===== config.mk =====
export PLATFORM = sky130hd
export DESIGN_NAME = adc_sample_reader
export DESIGN_NICKNAME = d
export VERILOG_FILES = /design/src/rtl/adc_sample_reader.sv
export SDC_FILE = /design/constraint.sdc
export NUM_CORES = 1
export LEC_CHECK = 0
export BUFFER_PORTS_ARGS = -buffer_cell sky130_fd_sc_hd__buf_2
export CAP_MARGIN = 10
export CELL_PAD_IN_SITES_DETAIL_PLACEMENT = 1
export CELL_PAD_IN_SITES_GLOBAL_PLACEMENT = 2
export CORE_ASPECT_RATIO = 0.9
export CORE_MARGIN = 2
export CORE_UTILIZATION = 30
export DETAILED_ROUTE_END_ITERATION = 8
export PLACE_DENSITY_LB_ADDON = 0.08
export SLEW_MARGIN = 40
export SYNTH_ARGS = -nofsm -noshare
export SYNTH_HDL_FRONTEND = slang
export SYNTH_SLANG_ARGS = --single-unit

===== constraint.sdc =====
create_clock -name clk -period 2.8 [get_ports clk]
set_input_delay 0.84 -clock clk [delete_from_list [all_inputs] [get_ports clk]]
set_output_delay 0.84 -clock clk [all_outputs]
set_load 0.01 [all_outputs]

===== src/rtl/adc_sample_reader.sv =====
// Purpose:      Captures one DATA_W-bit serial frame (MSB first) from the filter on each falling edge of
//               new_data, and queues the captured words in a show-ahead FIFO for the host.
// Latency:      cs_n falls START_DLY+1 cycles after new_data falls. The FIFO push happens on the edge where cs_n rises.
// Backpressure: m_valid/m_ready drain the FIFO. A word captured while the FIFO is full is dropped, unless a
//               pop happens on the same edge. A dropped word sets overflow. A trigger seen while busy sets missed.
// Ports:
//   clk, rst_n             clock; synchronous active-low reset
//   new_data, sdi          trigger flag (falling edge) and serial data from the filter
//   cs_n, sclk             serial port controls toward the filter
//   m_data, m_valid        FIFO head word and its valid flag
//   m_ready                consumer accepts the head word
//   fifo_count             number of words held
//   busy, missed, overflow frame in progress; sticky error flags
//   flag_clr               one-cycle pulse that clears missed and overflow
module adc_sample_reader #(
    parameter int DATA_W     = 12,
    parameter int START_DLY  = 4,
    parameter int CS_SETUP   = 5,
    parameter int SCLK_HALF  = 5,
    parameter int CS_HOLD    = 5,
    parameter int FIFO_DEPTH = 8
) (
    input  logic                          clk,
    input  logic                          rst_n,
    input  logic                          new_data,
    input  logic                          sdi,
    output logic                          cs_n,
    output logic                          sclk,
    output logic [DATA_W-1:0]             m_data,
    output logic                          m_valid,
    input  logic                          m_ready,
    output logic [$clog2(FIFO_DEPTH):0]   fifo_count,
    output logic                          busy,
    output logic                          missed,
    output logic                          overflow,
    input  logic                          flag_clr
);

    localparam int AW      = $clog2(FIFO_DEPTH);
    localparam int M1      = (START_DLY > CS_SETUP) ? START_DLY : CS_SETUP;
    localparam int M2      = (SCLK_HALF > CS_HOLD) ? SCLK_HALF : CS_HOLD;
    localparam int CNT_MAX = (M1 > M2) ? M1 : M2;
    localparam int CW      = $clog2(CNT_MAX + 1);
    localparam int BW      = $clog2(DATA_W + 1);

    localparam logic [CW-1:0] WAIT_LAST  = CW'(START_DLY - 1);
    localparam logic [CW-1:0] SETUP_LAST = CW'(CS_SETUP - 1);
    localparam logic [CW-1:0] HALF_LAST  = CW'(SCLK_HALF - 1);
    localparam logic [CW-1:0] HOLD_LAST  = CW'(CS_HOLD - 1);

    typedef enum logic [2:0] {S_IDLE, S_WAIT, S_SETUP, S_HI, S_LO, S_HOLD} state_t;

    state_t             state, state_nxt;
    logic [CW-1:0]      cnt;
    logic [BW-1:0]      bit_cnt;
    logic [DATA_W-1:0]  shreg;
    logic               nd_q;
    logic               trig;
    logic               push, pop, full, wr_en;
    logic [AW-1:0]      wr_ptr, rd_ptr;
    logic [DATA_W-1:0]  mem [FIFO_DEPTH];

    assign trig = nd_q & ~new_data;

    // Next-state and port outputs. The outputs decode the state register only, so they are glitch-free.
    always_comb begin
        state_nxt = state;
        cs_n      = 1'b1;
        sclk      = 1'b0;
        busy      = (state != S_IDLE);
        case (state)
            S_IDLE:  if (trig) state_nxt = S_WAIT;
            S_WAIT:  if (cnt == WAIT_LAST) state_nxt = S_SETUP;
            S_SETUP: begin
                cs_n = 1'b0;
                if (cnt == SETUP_LAST) state_nxt = S_HI;
            end
            S_HI: begin
                cs_n = 1'b0;
                sclk = 1'b1;
                if (cnt == HALF_LAST) state_nxt = S_LO;
            end
            S_LO: begin
                cs_n = 1'b0;
                if (cnt == HALF_LAST) state_nxt = (bit_cnt == BW'(DATA_W)) ? S_HOLD : S_HI;
            end
            S_HOLD: begin
                cs_n = 1'b0;
                if (cnt == HOLD_LAST) state_nxt = S_IDLE;
            end
            default: state_nxt = S_IDLE;
        endcase
    end

    // The completed word is pushed on the same edge that leaves HOLD, which is the edge where cs_n rises.
    assign push    = (state == S_HOLD) && (cnt == HOLD_LAST);
    assign m_valid = (fifo_count != '0);
    assign pop     = m_valid & m_ready;
    assign full    = (fifo_count == (AW+1)'(FIFO_DEPTH));
    // When the FIFO is full, a pop on the same edge frees the slot that this push reuses.
    assign wr_en   = push & (~full | pop);
    assign m_data  = m_valid ? mem[rd_ptr] : '0;

    always_ff @(posedge clk) begin
        if (!rst_n) begin
            state   <= S_IDLE;
            cnt     <= '0;
            bit_cnt <= '0;
            shreg   <= '0;
            nd_q    <= 1'b0;
        end else begin
            state <= state_nxt;
            nd_q  <= new_data;
            // The phase counter restarts at every state change and sits at zero while idle.
            if (state_nxt != state || state == S_IDLE) cnt <= '0;
            else                                       cnt <= cnt + CW'(1);
            if (state == S_IDLE) bit_cnt <= '0;
            // Sample sdi once, on the first cycle of each sclk-high phase.
            if (state == S_HI && cnt == '0) begin
                shreg   <= {shreg[DATA_W-2:0], sdi};
                bit_cnt <= bit_cnt + BW'(1);
            end
        end
    end

    always_ff @(posedge clk) begin
        if (!rst_n) begin
            wr_ptr     <= '0;
            rd_ptr     <= '0;
            fifo_count <= '0;
            missed     <= 1'b0;
            overflow   <= 1'b0;
        end else begin
            if (wr_en) wr_ptr <= wr_ptr + AW'(1);
            if (pop)   rd_ptr <= rd_ptr + AW'(1);
            case ({wr_en, pop})
                2'b10:   fifo_count <= fifo_count + (AW+1)'(1);
                2'b01:   fifo_count <= fifo_count - (AW+1)'(1);
                default: fifo_count <= fifo_count;
            endcase
            // A set event has priority over a clear in the same cycle.
            if (trig && state != S_IDLE) missed <= 1'b1;
            else if (flag_clr)           missed <= 1'b0;
            if (push && full && !pop)    overflow <= 1'b1;
            else if (flag_clr)           overflow <= 1'b0;
        end
    end

    // Storage is not reset. The pointers and the count define which entries are valid.
    always_ff @(posedge clk) begin
        if (wr_en) mem[wr_ptr] <= shreg;
    end

endmodule

==> results of run 1 <==
## cells by family after synthesis
family          count (synthesis)  synth area share, %
simple gates                  119                 10.3
buf+inv                        31                 2.23
flops                         134                 65.5
compound gates                 40                 5.51
mux                            43                 13.1
fa+ha+maj                      11                 2.61
xor+xnor                        5                0.787
## what timing repair did
item,CTS,global route
cloned,2,0
gates resized for setup,6,0
setup buffers,1,0
endpoints found under the setup margin,8,10
## sequential cells by signal (all words and copies together), names as in the netlist, named ones only
name,cells
mem,96
nd_q,1
wr_ptr,3
shreg,12
bit_cnt,4
missed,1
fifo_count,4
overflow,1
rd_ptr,3
state,3
cnt,3
## critical path, cell delays in order (launching register included)
cell     delay, ps
dfxtp_4        420
buf_12         150
mux4_2         520
mux2i_2        200
nor2_1          50
buf_2          140
## path summary, 6_finish.rpt
path	startpoint	to	slack [ps]	cells past startpoint
worst max-delay path	flop	m_data[8]	50	5
worst min register to register	missed$_SDFFE_PN0P_	missed$_SDFFE_PN0P_	460	2
worst max register to register	cnt[0]$_SDFF_PP0_	fifo_count[3]$_SDFFE_PN0P_	200	9
worst min-delay path	missed$_SDFFE_PN0P_	missed$_SDFFE_PN0P_	460	2
## through the flow
step | hold slack, ps | worst slack (ps)
final | 464 | 52.8
after global routing | 509 | -38.3
after CTS | 475 | -64.1
after detailed placement | 464 | 64.8
after global placement | 457 | 146
after floorplan | 430 | 117
## metal layers
layer	up-vias	track usage, %
met5	-	0
met4	0	5.45
met3	11	3.01
met2	46	22.0
met1	1638	20.1
li1	1551	-
## power breakdown
part | internal, W | switching [W]
combinational | 0.0000273 | 0.0000420
clock | 0.00124 | 0.000899
sequential | 0.00210 | 0.00000245
total | 0.00337 | 0.000943
## cell usage after synthesis, types with 2 or more instances
| cell type | n | area share, % |
|---|---|---|
| nor3_1 | 3 | 0.27 |
| nand3_1 | 7 | 0.63 |
| nand2b_1 | 9 | 1.0 |
| and3_1 | 5 | 0.56 |
| edfxtp_1 | 96 | 52 |
| xnor2_1 | 5 | 0.79 |
| ha_1 | 10 | 2.2 |
| a21boi_0 | 17 | 2.3 |
| dfxtp_1 | 38 | 14 |
| and3b_1 | 2 | 0.31 |
| buf_2 | 6 | 0.54 |
| and2_1 | 7 | 0.79 |
| o21a_1 | 2 | 0.27 |
| mux2i_1 | 19 | 3.4 |
| nor2_1 | 27 | 1.8 |
| a211oi_2 | 2 | 0.45 |
| a22oi_1 | 2 | 0.27 |
| a21oi_1 | 4 | 0.36 |
| buf_1 | 2 | 0.13 |
| nand2_1 | 42 | 2.8 |
| mux4_2 | 24 | 9.7 |
| nor2b_1 | 8 | 0.90 |
| clkbuf_1 | 10 | 0.67 |
| o21ai_0 | 3 | 0.27 |
| inv_1 | 13 | 0.88 |
| nor4_1 | 5 | 0.56 |
## area by class of cell
class | instances | area [sq um]
inverter | 13 | 48.8
clock inverter | 15 | 146
fill | 1896 | 11400
clock buffer | 17 | 425
multi-input combinational | 218 | 1820
timing repair buffer | 57 | 468
sequential | 134 | 3650
tap | 245 | 307
==> results.json, run 1 <==
{
  "p_leak_nw": 2.39,
  "crit_arrival_ps": 1910,
  "cts_made_buffers": 17,
  "grt_max_degree": 27,
  "clock.fmax_mhz": 364,
  "tritoncts": "yes",
  "portBuffers": 27,
  "period_share_pct": 98.1,
  "timing_worst_setup_path_type": "reg2out",
  "crit_fanout": 6,
  "cp_data_required_time_ps": 1960,
  "netlist_area_sq_um": 5560,
  "fin_total_pwr_w": 0.00431,
  "die-area_sq_um": 19700,
  "synth_seq_area_share_pct": 65.5,
  "pin_count": 28,
  "relSlewSlack_pct": 53.1,
  "synth.distinct_cells": 41,
  "power_density_nw_per_um2": 628,
  "fp.dieH_um": 133,
  "synth.net_count": 400,
  "finalSetupViolations": 0,
  "finalInstanceArea_sq_um": 6860,
  "drcViolationCount": 0,
  "wl_met3_um": 465,
  "fin_cells": 699,
  "die_w_um": 148,
  "diodes": 0,
  "worstMarginPinSlew_ps": 703,
  "placed_cell_area_sq_um": 6230,
  "period_needed_ps": 2750,
  "dr_wl_met2_um": 5990,
  "final_cell_mix": "96 x edfxtp_1, 42 x nand2_1, 37 x dfxtp_1",
  "worstSkewPairLatency_ps": 420,
  "ys_ff_latch": 134,
  "startpoint_type": "flop",
  "min_path_type": "reg2reg",
  "grt_use_total_pct": 14.3,
  "num_rows": 47,
  "ys_warn_count": 0,
  "drt_iter0_markers": 189,
  "cts_root_buf": "clkbuf_16",
  "start_util_pct": 30.4,
  "final_max_slew_viol_count": 0,
  "setup_tns_ps": 0,
  "synth-main-ff-cell": "edfxtp_1",
  "rsz0062_at_grt": "yes",
  "endpoint_kind": "output port",
  "vias_per_cell": 4.64,
  "synth_edf_count": 96,
  "wire_per_inst_um": 18.7,
  "core-area_sq_um": 18300,
  "wl_met1_um": 6450,
  "area_growth_pct": 23.3,
  "final_core_util_pct": 37.5,
  "synth.avg_cell_area_sq_um": 14.5,
  "grt_overflow": 0,
  "ctsHoldBuffers": 0,
  "grt_pass1_wl_um": 20600,
  "vias": 3246,
  "clk_pin_slew_ps": 60,
  "async_flop_share_pct": 0,
  "grt_pass1_vias": 3461,
  "routed_wl_um": 13100,
  "antenna_found_initial": 0,
  "layout_commonest_cell": "edfxtp_1",
  "nets": 458,
  "dp_cells": 665,
  "drive_gt1_share_pct": 27.1,
  "gp_congestion": 0.779,
  "finalHoldViolCount": 0,
  "peakVddDrop_mv": 0.433,
  "clock_skew_ps": 7.70,
  "cts_max_level": 4,
  "cts_buffer_depth": 2,
  "cts.sinks": 134,
  "first_pass_iters": 4,
  "drtAntennaViolNets": 0,
  "status": "finished, final reports clean",
  "synthCells": 383,
  "highest_layer": "met4",
  "dp_hpwl_um": 8240,
  "maxCapViolCount": 0
}
(Power assumes the default switching activity.)
==> run 2: changes to the inputs <==
- clock period: 2.8 -> 3.1 ns (I/O delays scaled with it)
==> run 2 against run 1 <==
First-iteration DRC count is 14% higher. Core utilization fell by 0.83 points. Combinational power decreased by 15%.
==> results.json, run 2 (same netlist as run 1, synthesis figures left out) <==
{
  "finalInstanceArea_sq_um": 6710,
  "period_share_pct": 94.1,
  "reg2reg_to": "fifo_count[3]$_SDFFE_PN0P_",
  "portBuffers": 27,
  "drive_gt1_share_pct": 24.3,
  "largestRegisters": "mem x96, shreg x12",
  "routed_wl_um": 12300,
  "wire_per_inst_um": 17.9,
  "final_core_util_pct": 36.7,
  "placed_cell_area_sq_um": 6090,
  "cts_root_buf": "clkbuf_16",
  "tritoncts": "yes",
  "clk_pin_slew_ps": 60,
  "final_cell_mix": "96 x edfxtp_1, 42 x nand2_1, 38 x dfxtp_1",
  "layout_commonest_cell": "edfxtp_1",
  "peakVddDrop_mv": 0.372,
  "status": "finished, final reports clean",
  "clock_skew_ps": 7.78,
  "diodes": 0,
  "num_rows": 47,
  "grt_pass1_vias": 3295,
  "crit_fanout": 24,
  "drtAntennaViolNets": 0,
  "rsz0062_at_grt": "no",
  "die_w_um": 148,
  "finalSetupViolations": 0,
  "r2r_start": "cnt[0]$_SDFF_PP0_",
  "regMostFlops": "mem",
  "cts_buffer_depth": 2,
  "ctsHoldBuffers": 0,
  "ff2ff_setup_slack_ps": 330,
  "p_leak_nw": 2.33,
  "area_growth_pct": 20.6,
  "reg2regPathDepth": 9,
  "core-area_sq_um": 18300,
  "start_util_pct": 30.4,
  "crit_family": "multiplexers",
  "cp_data_required_time_ps": 2170,
  "die-area_sq_um": 19700,
  "setup_tns_ps": 0,
  "grt_pass1_wl_um": 19400,
  "pin_count": 28,
  "gp_congestion": 0.669,
  "crit_buf_inv": 2,
  "power_density_nw_per_um2": 603,
  "dp_hpwl_um": 7960,
  "largest_reg_flops": 96,
  "final_max_slew_viol_count": 0,
  "worstMarginPinSlew_ps": 691,
  "relSlewSlack_pct": 53.6,
  "cts_made_buffers": 17,
  "endpoint_kind": "output port",
  "antenna_found_initial": 0,
  "crit_slowest_cell": "mux4_2",
  "startpoint_type": "flop",
  "finalHoldViolCount": 0,
  "cts_setup_buffers": 0,
  "drcViolationCount": 0,
  "worstSkewPairLatency_ps": 410,
  "clock.fmax_mhz": 343,
  "period_needed_ps": 2920,
  "crit_chain": "buf_12 -> mux4_2 -> mux2i_1 -> nor2_1 -> buf_2",
  "nets": 446,
  "cts.sinks": 134,
  "worst-path-stages": 5,
  "fp.dieH_um": 133,
  "grt_overflow": 0,
  "drt_iter0_markers": 216,
  "timing_worst_setup_path_type": "reg2out",
  "maxCapViolCount": 0,
  "crit_path_end": "m_data[10]",
  "holdWs_ps": 463,
  "min_path_type": "reg2reg",
  "crit_arrival_ps": 1990,
  "first_pass_iters": 4,
  "grt_max_degree": 25,
  "cts_max_level": 4,
  "vias_per_cell": 4.58,
  "grt_use_total_pct": 13.3,
  "slowest_delay_ps": 520,
  "vias": 3139
}
==> run 2: layout make-up <==
type	instances	area (sq um)
Timing Repair Buffer	45	283
Clock buffer	17	425
Multi-Input combinational cell	218	1820
Fill cell	1888	11600
Inverter	13	48.8
Clock inverter	14	184
Sequential cell	134	3640
Tap cell	245	307
==> run 2: timing repair <==
item / CTS / global route
gates resized for setup: 0 / 1
endpoints found under the hold margin: 0 / 0
endpoints found under the setup margin: 0 / 1
==> run 2: per-stage QoR <==
stage               power (W)  instances  setup slack, ps
floorplan             0.00198        383              327
global placement      0.00200        655              169
detailed placement    0.00200        655             10.7
CTS                   0.00410        686              103
global route          0.00418        686             52.9
finish                0.00405        686              182
==> run 2: how the worst min path moves through the flow <==
| stage | startpoint | to | cells past startpoint |
|---|---|---|---|
| finish | missed$_SDFFE_PN0P_ | missed$_SDFFE_PN0P_ | 2 |
| CTS | missed$_SDFFE_PN0P_ | missed$_SDFFE_PN0P_ | 2 |
| global placement | cnt[0]$_SDFF_PP0_ | cnt[0]$_SDFF_PP0_ | 1 |
| floorplan | cnt[0]$_SDFF_PP0_ | cnt[0]$_SDFF_PP0_ | 1 |
| detailed placement | missed$_SDFFE_PN0P_ | missed$_SDFFE_PN0P_ | 2 |
| global route | cnt[0]$_SDFF_PP0_ | cnt[0]$_SDFF_PP0_ | 1 |
==> run 2: power by group <==
| group | internal [W] | switching [W] |
|---|---|---|
| Clock | 0.00133 | 0.000751 |
| Sequential | 0.00190 | 0.00000413 |
| Combinational | 0.0000234 | 0.0000353 |
| Total | 0.00326 | 0.000790 |
==> run 2: metal layers <==
metal	track usage, %	up-vias	routed length, um
met1	18.7	1580	6210
met2	20.4	30	5620
met5	0	-	0
li1	-	1518	-
met4	4.33	0	140
met3	3.36	11	301
==> run 2: tightest hold or removal path: stages (launching register included) <==
cell      delay [ps]
dfxtp_1          300
nand2_1           50
a21boi_0          60
==> run 3: changes to the inputs <==
- MAX_ROUTING_LAYER: default -> met4
==> run 3 against run 2 <==
Clock skew is essentially flat. Count of clock-buffer cells in the layout is the same. Register-to-register slack is essentially flat. Cell area is the same. Cell count is the same. Non-clock buffer count is the same. First-iteration DRC count grew 0.93%. Flip-flop and latch count is the same. Via count grew 0.54%. Clock power is essentially flat. Critical path type unchanged. Largest cell class unchanged.
==> results.json, run 3 (same netlist as run 1, synthesis figures left out) <==
{
  "setup_tns_ps": 0,
  "rsz0062_at_grt": "no",
  "dp_slack_ps": 10.7,
  "fill_cells": 1888,
  "fp.dieH_um": 133,
  "slowest_delay_ps": 520,
  "crit_chain": "buf_12 -> mux4_2 -> mux2i_1 -> nor2_1 -> buf_2",
  "timing_worst_setup_path_type": "reg2out",
  "area_growth_pct": 20.6,
  "vias": 3156,
  "cts_setup_buffers": 0,
  "regMostFlops": "mem",
  "placed_cell_area_sq_um": 6090,
  "dp_hpwl_um": 7960,
  "grt_pass1_vias": 3294,
  "nets": 446,
  "finalHoldViolCount": 0,
  "clock.fmax_mhz": 343,
  "worstSkewPairLatency_ps": 410,
  "drt_iter0_markers": 218,
  "finalSetupViolations": 0,
  "grt_overflow": 0,
  "relSlewSlack_pct": 53.6,
  "cts.sinks": 134,
  "cts_buffer_depth": 2,
  "routed_wl_um": 12300,
  "drtAntennaViolNets": 0,
  "grt_use_total_pct": 13.8,
  "layout_commonest_cell": "edfxtp_1",
  "status": "finished, final reports clean",
  "gp_congestion": 0.676,
  "final_cell_mix": "96 x edfxtp_1, 42 x nand2_1, 38 x dfxtp_1",
  "crit_arrival_ps": 1990,
  "pin_count": 28,
  "min_path_type": "reg2reg",
  "cts_root_buf": "clkbuf_16",
  "endpoint_kind": "output port",
  "maxCapViolCount": 0,
  "period_needed_ps": 2920,
  "setup_slack_ps": 182,
  "drive_gt1_share_pct": 24.3,
  "cts_made_buffers": 17,
  "portBuffers": 27,
  "largest_reg_flops": 96,
  "diodes": 0,
  "peakVddDrop_mv": 0.371,
  "grt_pass1_wl_um": 19400,
  "clock_skew_ps": 7.86,
  "crit_fanout": 24,
  "first_pass_iters": 4,
  "final_max_slew_viol_count": 0,
  "num_rows": 47,
  "largestRegisters": "mem x96, shreg x12",
  "core-area_sq_um": 18300,
  "drcViolationCount": 0,
  "cts_max_level": 4,
  "power_density_nw_per_um2": 603,
  "period_share_pct": 94.1,
  "cp_data_required_time_ps": 2170,
  "worstMarginPinSlew_ps": 691,
  "tritoncts": "yes",
  "startpoint_type": "flop",
  "clk_pin_slew_ps": 60,
  "start_util_pct": 30.4,
  "wire_per_inst_um": 17.9,
  "p_leak_nw": 2.33,
  "antenna_found_initial": 0,
  "die_w_um": 148,
  "finalInstanceArea_sq_um": 6710,
  "vias_per_cell": 4.60,
  "grt_max_degree": 25,
  "die-area_sq_um": 19700,
  "crit_slowest_cell": "mux4_2"
}
## run 3: worst max-delay path, delay by kind of cell (launching register included)
family | cells | cell delay (ps)
muxes | 2 | 760
buffers and inverters | 2 | 370
DFF | 1 | 360
and+or+nand+nor | 1 | 60
## run 3: cell type report
class	count	area, sq um	share of cell area [%]
clock inverter	14	184	2.74
inverter	13	48.8	0.727
clock buffer	17	425	6.34
sequential	134	3640	54.3
timing repair buffer	45	283	4.21
multi-input combinational	218	1820	27.1
tap	245	307	4.57
## run 3: final timing paths
kind / depth (start not counted) / slack (ps) / to / start
worst max register to register: 9 / 330 / fifo_count[3]$_SDFFE_PN0P_ / cnt[0]$_SDFF_PP0_
worst max-delay path: 5 / 180 / m_data[10] / flop
worst min-delay path: 2 / 460 / missed$_SDFFE_PN0P_ / missed$_SDFFE_PN0P_
worst min register to register: 2 / 460 / missed$_SDFFE_PN0P_ / missed$_SDFFE_PN0P_
## run 3: per-layer routing
metal  part of all wire [%]  GRT usage [%]  up-vias
li1                       -              -     1522
met1                     50           18.7     1591
met2                     46           20.4       35
met3                    2.8           3.36        8
met4                    1.1           4.33        0
met5                      0              -        -
## run 3: through the flow
step / power, W / utilization (%) / instances / hold slack, ps
after detailed placement: 0.00200 / 33.3 / 655 / 465
after CTS: 0.00410 / 36.7 / 686 / 474
after global routing: 0.00418 / 36.7 / 686 / 498
after floorplan: 0.00198 / - / 383 / 430
after global placement: 0.00200 / 33.3 / 655 / 444
final: 0.00405 / 36.7 / 686 / 463
## run 3: what timing repair did
item / CTS / global route
resized for setup: 0 / 1
hold buffers: 0 / 0
setup endpoints to repair: 0 / 1
## run 3: power breakdown
part            total, W  switching, W  internal [W]
Clock            0.00208      0.000750       0.00133
Combinational  0.0000589     0.0000355     0.0000235
Sequential       0.00190    0.00000416       0.00190
